## config.mk

```make
export PLATFORM = sky130hd
export DESIGN_NAME = fx_narrow_sat
export DESIGN_NICKNAME = d
export VERILOG_FILES = /design/src/rtl/fx_narrow_sat.sv
export SDC_FILE = /design/constraint.sdc
export NUM_CORES = 1
export LEC_CHECK = 0
export ABC_CLOCK_PERIOD_IN_PS = 4500
export CAP_MARGIN = 5
export CELL_PAD_IN_SITES_DETAIL_PLACEMENT = 0
export CELL_PAD_IN_SITES_GLOBAL_PLACEMENT = 1
export CORE_ASPECT_RATIO = 1.4
export CORE_MARGIN = 5
export CORE_UTILIZATION = 39
export CTS_CLUSTER_SIZE = 14
export DETAILED_ROUTE_END_ITERATION = 10
export PLACE_DENSITY = 0.84
export RECOVER_POWER = 25
export SYNTH_ARGS = -nofsm -noshare
export SYNTH_HDL_FRONTEND = slang
export SYNTH_SLANG_ARGS = --single-unit
export TNS_END_PERCENT = 10
```

## constraint.sdc

```tcl
create_clock -name clk -period 4.5 [get_ports clk]
set_input_delay 0.675 -clock clk [delete_from_list [all_inputs] [get_ports clk]]
set_output_delay 0.675 -clock clk [all_outputs]
set_load 0.02 [all_outputs]
```

## src/rtl/fx_narrow_sat.sv

```systemverilog
// Two-stage signed fixed-point narrowing: drop LSBs (round-half-up or floor), then drop MSBs
// (saturate or wrap), flagging overflow per sample and counting overflows in a sticky counter.
module fx_narrow_sat #(
    parameter int IN_W     = 14,
    parameter int IN_FRAC  = 6,
    parameter int OUT_W    = 10,
    parameter int OUT_FRAC = 4,
    parameter int ROUND    = 1,
    parameter int SAT      = 1,
    parameter int CNT_W    = 16
) (
    input  logic             clk,
    input  logic             rst,
    input  logic             i_valid,
    input  logic [IN_W-1:0]  i_data,
    input  logic             i_clr,
    output logic             o_valid,
    output logic [OUT_W-1:0] o_data,
    output logic             o_ovf,
    output logic [CNT_W-1:0] o_ovf_cnt
);

    localparam int D   = IN_FRAC - OUT_FRAC;
    localparam int DS  = (D > 0) ? D : 0;
    localparam int Q_W = IN_W - DS + 1;
    localparam int RB  = (DS > 0) ? DS - 1 : 0;

    generate
        if (D < 0) begin : g_err_frac
            $error("fx_narrow_sat: OUT_FRAC must not exceed IN_FRAC");
        end
        if (OUT_W > IN_W - D + 1) begin : g_err_width
            $error("fx_narrow_sat: OUT_W exceeds the quantized word width");
        end
        if (ROUND != 0 && D == 0) begin : g_warn_round
            $warning("fx_narrow_sat: ROUND has no effect when no LSBs are dropped");
        end
    endgenerate

    // One guard bit above the shifted input keeps the +1 rounding increment from wrapping.
    function automatic logic signed [Q_W-1:0] quantize(input logic signed [IN_W-1:0] x);
        logic signed [IN_W:0] wide;
        logic                 rnd;
        wide = {x[IN_W-1], x};
        wide = wide >>> DS;
        rnd  = (ROUND != 0 && D > 0) ? x[RB] : 1'b0;
        wide = wide + $signed({{IN_W{1'b0}}, rnd});
        return wide[Q_W-1:0];
    endfunction

    // Returns {overflow, narrowed word}; fits when everything above OUT_W-1 is pure sign.
    function automatic logic [OUT_W:0] narrow(input logic signed [Q_W-1:0] q);
        logic signed [Q_W-1:0] hi;
        logic [OUT_W-1:0]      r;
        logic                  ovf;
        hi  = q >>> (OUT_W - 1);
        ovf = (hi != '0) && (hi != '1);
        if (ovf && SAT != 0) begin
            r = q[Q_W-1] ? {1'b1, {(OUT_W-1){1'b0}}} : {1'b0, {(OUT_W-1){1'b1}}};
        end else begin
            r = q[OUT_W-1:0];
        end
        return {ovf, r};
    endfunction

    logic                    vld_p1_q, vld_p1_d;
    logic signed [Q_W-1:0]   quant_p1_q, quant_p1_d;
    logic [OUT_W:0]          narrow_p1;
    logic                    vld_p2_q, vld_p2_d;
    logic signed [OUT_W-1:0] data_p2_q, data_p2_d;
    logic                    ovf_p2_q, ovf_p2_d;
    logic [CNT_W-1:0]        cnt_q, cnt_d;

    always_comb begin
        // stage 1: quantize LSBs
        vld_p1_d   = i_valid;
        quant_p1_d = i_valid ? quantize(i_data) : quant_p1_q;

        // stage 2: range reduction, overflow flag and counter
        narrow_p1 = narrow(quant_p1_q);
        vld_p2_d  = vld_p1_q;
        data_p2_d = vld_p1_q ? narrow_p1[OUT_W-1:0] : data_p2_q;
        ovf_p2_d  = vld_p1_q ? narrow_p1[OUT_W] : ovf_p2_q;

        cnt_d = cnt_q;
        if (i_clr) begin
            cnt_d = '0;
        end else if (vld_p1_q && narrow_p1[OUT_W] && (cnt_q != '1)) begin
            cnt_d = cnt_q + CNT_W'(1);
        end
    end

    always_ff @(posedge clk) begin
        if (rst) begin
            vld_p1_q   <= 1'b0;
            quant_p1_q <= '0;
            vld_p2_q   <= 1'b0;
            data_p2_q  <= '0;
            ovf_p2_q   <= 1'b0;
            cnt_q      <= '0;
        end else begin
            vld_p1_q   <= vld_p1_d;
            quant_p1_q <= quant_p1_d;
            vld_p2_q   <= vld_p2_d;
            data_p2_q  <= data_p2_d;
            ovf_p2_q   <= ovf_p2_d;
            cnt_q      <= cnt_d;
        end
    end

    assign o_valid   = vld_p2_q;
    assign o_data    = data_p2_q;
    assign o_ovf     = ovf_p2_q;
    assign o_ovf_cnt = cnt_q;

endmodule

```

# [After elaboration in Yosys (flattened, before gate mapping)]
# Index checks and enable logic that the tools add are counted.
[op_classes] n_eq_ne=2 n_mux=2 addsub=2 reduce_logical=5
[op_table] operator="$mux W10" count=2
[op_table] operator="$add A16 B1 Y16 const B" count=1
[op_table] operator="$ne A16 B16 Y1 const B" count=1
[op_table] operator="$add A12 B2 Y13" count=1
[op_table] operator="$ne A13 B13 Y1 const B" count=1
[op_table] operator="$reduce_bool A13 Y1" count=1
[op_table] operator="$logic_and A1 B1 Y1" count=3
[op_table] operator="$reduce_or A2 Y1" count=1
[totals] inputBits=18 output_inout_bits=28 word_cells=17 ff_bits=42

# [Longest topological paths before layout]
[logic_depth] depth_word=4 depth_mapped=6

# [Least setup slack after synthesis]
# OpenSTA, ideal clock, no wires.
[synth_timing] path_type="input to register" from="input i_data[1]" to="register quant_p1_q[6]" t_arrival_ps=1721 setup_slack_ps=2688 n_path_buf=0 stages=5 cell_sequence="ha_1 ha_1 nand3_1 or3_1 a311oi_1"
[synth_between] elab_chain_len=1
[synth_lines] item="start, declared" line="15" source="input logic [IN_W-1:0] i_data,"
[synth_lines] item="$add A12 B2 Y13" line="47" source="wide = wide + $signed({{IN_W{1'b0}}, rnd});"
[synth_lines] item="end signal, assigned" line="103" source="quant_p1_q <= quant_p1_d;"
[synth_lines] item="end, declared" line="67" source="logic signed [Q_W-1:0] quant_p1_q, quant_p1_d;"
# No other way between the ends.
# A chain may end at the register's enable or synchronous reset.

# [Worst setup path in the final report]
[layout_timing] from="input rst" to="register cnt_q[8], in the netlist o_ovf_cnt[8]"
[layout_between] elab_chain_len=1
[layout_lines] item="start, declared" line="13" source="input logic rst,"
[layout_lines] item="$reduce_or A2 Y1 (no source line)"
[layout_lines] item="end signal, assigned" line="107" source="cnt_q <= cnt_d;"
[layout_lines] item="end, declared" line="72" source="logic [CNT_W-1:0] cnt_q, cnt_d;"
# No other way between the ends.

==> qor.yml <==
cts:
  clock_latency_ps: 290
  clk_pin_slew_ps: 80
  holdBufCountCts: 0
  count_of_instances_resized_after_the_clock_tree_is_built: 0
  clock_tree_root_driver_cell: "sky130_fd_sc_hd__clkbuf_8"
  cts.sinks: 42
  clk_path_buf_depth: 2
  cts_setup_buffers: 0
  numCtsBuffers: 5
  cts_tree: "yes"
  h-tree-depth: 2
sta:
  final_worst_clock_skew_ps: 4.277
  report.final.hold_viol_count: 0
  setup_viol: 0
  hold-worst-slack_ps: 459.8
  timing.max_slew.rel_slack_pct: 28.01
  number_of_slew_limit_violations_in_the_final_report: 0
  rsz0062_at_grt: "false"
  setup_tns_ps: 0
  fin_crit_sh_pct: 49.93
  post-route-min-period_ps: 2247
  worst_pin_slew_ps: 1076
  fin_ws_ps: 2253
  maxClockFrequency_mhz: 445.0
logic_synthesis:
  largest_family_of_logic_cells_by_synthesized_area: "simple AND/OR/NAND/NOR gates"
  synth.largest_area_cell: "sky130_fd_sc_hd__dfxtp_1"
  synth-compound-area-share_pct: 17.71
  synth_enable_flop_cells: 0
  ys_top_cells_by_count: "42 x sky130_fd_sc_hd__dfxtp_1, 24 x sky130_fd_sc_hd__nor2_1, 22 x sky130_fd_sc_hd__a21oi_1"
  top_count_cell_post_synth: "sky130_fd_sc_hd__dfxtp_1"
  yosys.area_share.xor_xnor_pct: 3.529
  netlist.area_leader.share_pct: 42.34
  dominantRegCellSynth: "sky130_fd_sc_hd__dfxtp_1"
  multiplexer_share_of_the_synthesized_area_pct: 3.025
  share_of_synthesized_registers_carrying_an_async_set_or_reset_pct: 0
  syn_nets: 246
  synth.top_cells.by_area: "sky130_fd_sc_hd__dfxtp_1 42%, sky130_fd_sc_hd__a21oi_1 5.5%, sky130_fd_sc_hd__nor2_1 4.5%"
  syn_area_sq_um: 1986
  yosys.area_share.adder_pct: 1.890
  synth_simple_gate_area_share_pct: 28.61
  yosysUniqueCellTypes: 39
  yosys_warnings: 0
  synth.ff_latch_count: 42
  avgSynthCellArea_sq_um: 8.825
  postSynthCellCount: 225
  synth_sequential_area_ratio_pct: 42.34
critical_path:
  timing_worst_setup_path_type: "input port to register"
  worstPathRequired_ps: 4670
  worst_path_largest_cell_delay_ps: 1240
  cp_cell_sequence: "dlygate4sd3_1 -> or2_2 -> a21oi_1"
  worst_path_slowest_cell: "sky130_fd_sc_hd__dlygate4sd3_1"
  setup.worst_path.start_class: "input port"
  timing.critical_path.fanout_max: 31
  arrival_time_worst_endpoint_ps: 2420
  path_buf_inv: 1
  cp-end-kind: "register"
  worst_path_dominant_cell_family: "buffers and inverters"
route:
  ant_nets: 0
  routed_wl_mm: 4.468
  drc_errors: 0
  number_of_iterations_in_the_first_detailed_routing_pass: 4
  initialDrtViolationCount: 66
  vias_per_cell: 5.450
  avgRoutedWirePerCell_um: 13.50
  route.vias.total: 1804
floorplanning:
  row_count: 30
  full_die_area_sq_um: 6639
  initial_core_utilization_pct: 40.69
  die_extent_in_y_um: 94.43
  chipWidth_um: 70.31
  core_footprint_sq_um: 4880
  ioPinCount: 46
status:
  outcome: "completed"
power:
  total_power_w: 0.0008449
  irDropWorstVdd_mv: 0.2281
  power_density_nw_per_um2: 325.3
  p_leak_nw: 0.8730
final_layout:
  antenna_diode_count: 0
  filler_cell_count: 492
  area.growth.synth_to_final_pct: 30.81
  nNetsFinal: 287
  fraction_of_final_layout_cells_with_drive_strength_greater_than_1_pct: 5.618
  layout.cell_area.non_filler_sq_um: 2597
placement:
  dp_hpwl_mm: 3.324
  post-place-ws_ps: 1919
  gp_congestion: 0.7710
  place.port_buffers: 44
  placement.cell_area_sq_um: 2460
global_routing:
  first_global_vias: 1621
  grt_pass1_wl_mm: 7.410
  total_global_routing_track_utilization_pct: 13.65
  grt_max_degree: 32
  antenna_violations_before_repair: 0
  grt_remaining_overflow: 0
min_path:
  worst_hold_path_type: "register to register"
flow_run:
  cap_viol_max_count: 0
-- report_power, final --
group / switching, W / internal, W / leakage (nW)
clock network: 0.000133 / 0.000222 / 0.0683
logic: 0.0000478 / 0.0000421 / 0.461
registers: 0.0000116 / 0.000388 / 0.344
total: 0.000193 / 0.000652 / 0.873
-- cells by family (layout without fill, tap and decap cells) --
| kind of cell | count (synthesis) | count (layout) |
|---|---|---|
| compound gates | 53 | 53 |
| buf+inv | 13 | 55 |
| flops | 42 | 42 |
| mux | 6 | 6 |
| xor+xnor | 8 | 8 |
| simple gates | 100 | 100 |
| fa+ha+maj | 3 | 3 |
-- worst min-delay path: stages (launching register included) --
cell	delay, ps
sky130_fd_sc_hd__dfxtp_1	310
sky130_fd_sc_hd__nand2_1	50
sky130_fd_sc_hd__a21oi_1	50
-- sequential cells by signal (all words and copies together), names as in the netlist --
name	flops
quant_p1_q	13
o_ovf	1
o_ovf_cnt	16
vld_p1_q	1
o_data	10
o_valid	1
-- stage by stage --
step,utilization [%],instances
2_1_floorplan,-,225
3_3_place_gp,50.41,323
3_5_place_dp,50.41,323
4_1_cts,53.23,331
5_1_grt,53.23,331
6_report,53.23,331
-- cell usage in the layout, fill, tap and decap left out, drive strengths merged, types with 2 or more instances in the layout --
master / instances
dfxtp: 42
clkdlybuf4s50: 34
nor2: 24
a21oi: 22
nand2: 13
nor3: 11
or3: 11
dlygate4sd3: 10
nand4: 10
o31ai: 9
nand3: 9
a211oi: 8
or4: 8
mux2i: 6
o21ai: 6
xor2: 5
clkbuf: 5
nor4: 5
inv: 3
o21a: 3
xnor2: 3
ha: 3
and3: 2
nor3b: 2
a311oi: 2
bufinv: 2
-- per-layer routing --
layer / track usage (%) / share of wire, % / vias to the layer above
li1: - / - / 925
met2: 25.39 / 51 / 40
met3: 3.514 / 5.2 / 6
met5: 0 / 0 / -
met1: 14.79 / 42 / 833
met4: 4.792 / 1.6 / 0
-- layout make-up --
cell class                      instances  area [sq um]  share of cell area, %
Tap cell                               64         80.08                  3.083
Clock inverter                          3         68.82                  2.649
Sequential cell                        42         840.8                  32.37
Multi-Input combinational cell        170          1087                  41.86
Clock buffer                            5         68.82                  2.649
Inverter                                3         11.26                 0.4335
Timing Repair Buffer                   44         440.4                  16.96
-- worst paths after layout --
| path | from | depth (start not counted) | slack (ps) | to |
|---|---|---|---|---|
| worst min-delay path | o_ovf | 2 | 460 | o_ovf |
| worst max register to register | vld_p1_q | 3 | 2590 | o_ovf_cnt[5] |
| worst min register to register | o_ovf | 2 | 460 | o_ovf |
| worst max-delay path | rst | 3 | 2250 | o_ovf_cnt[8] |
(Power assumes the default switching activity.)
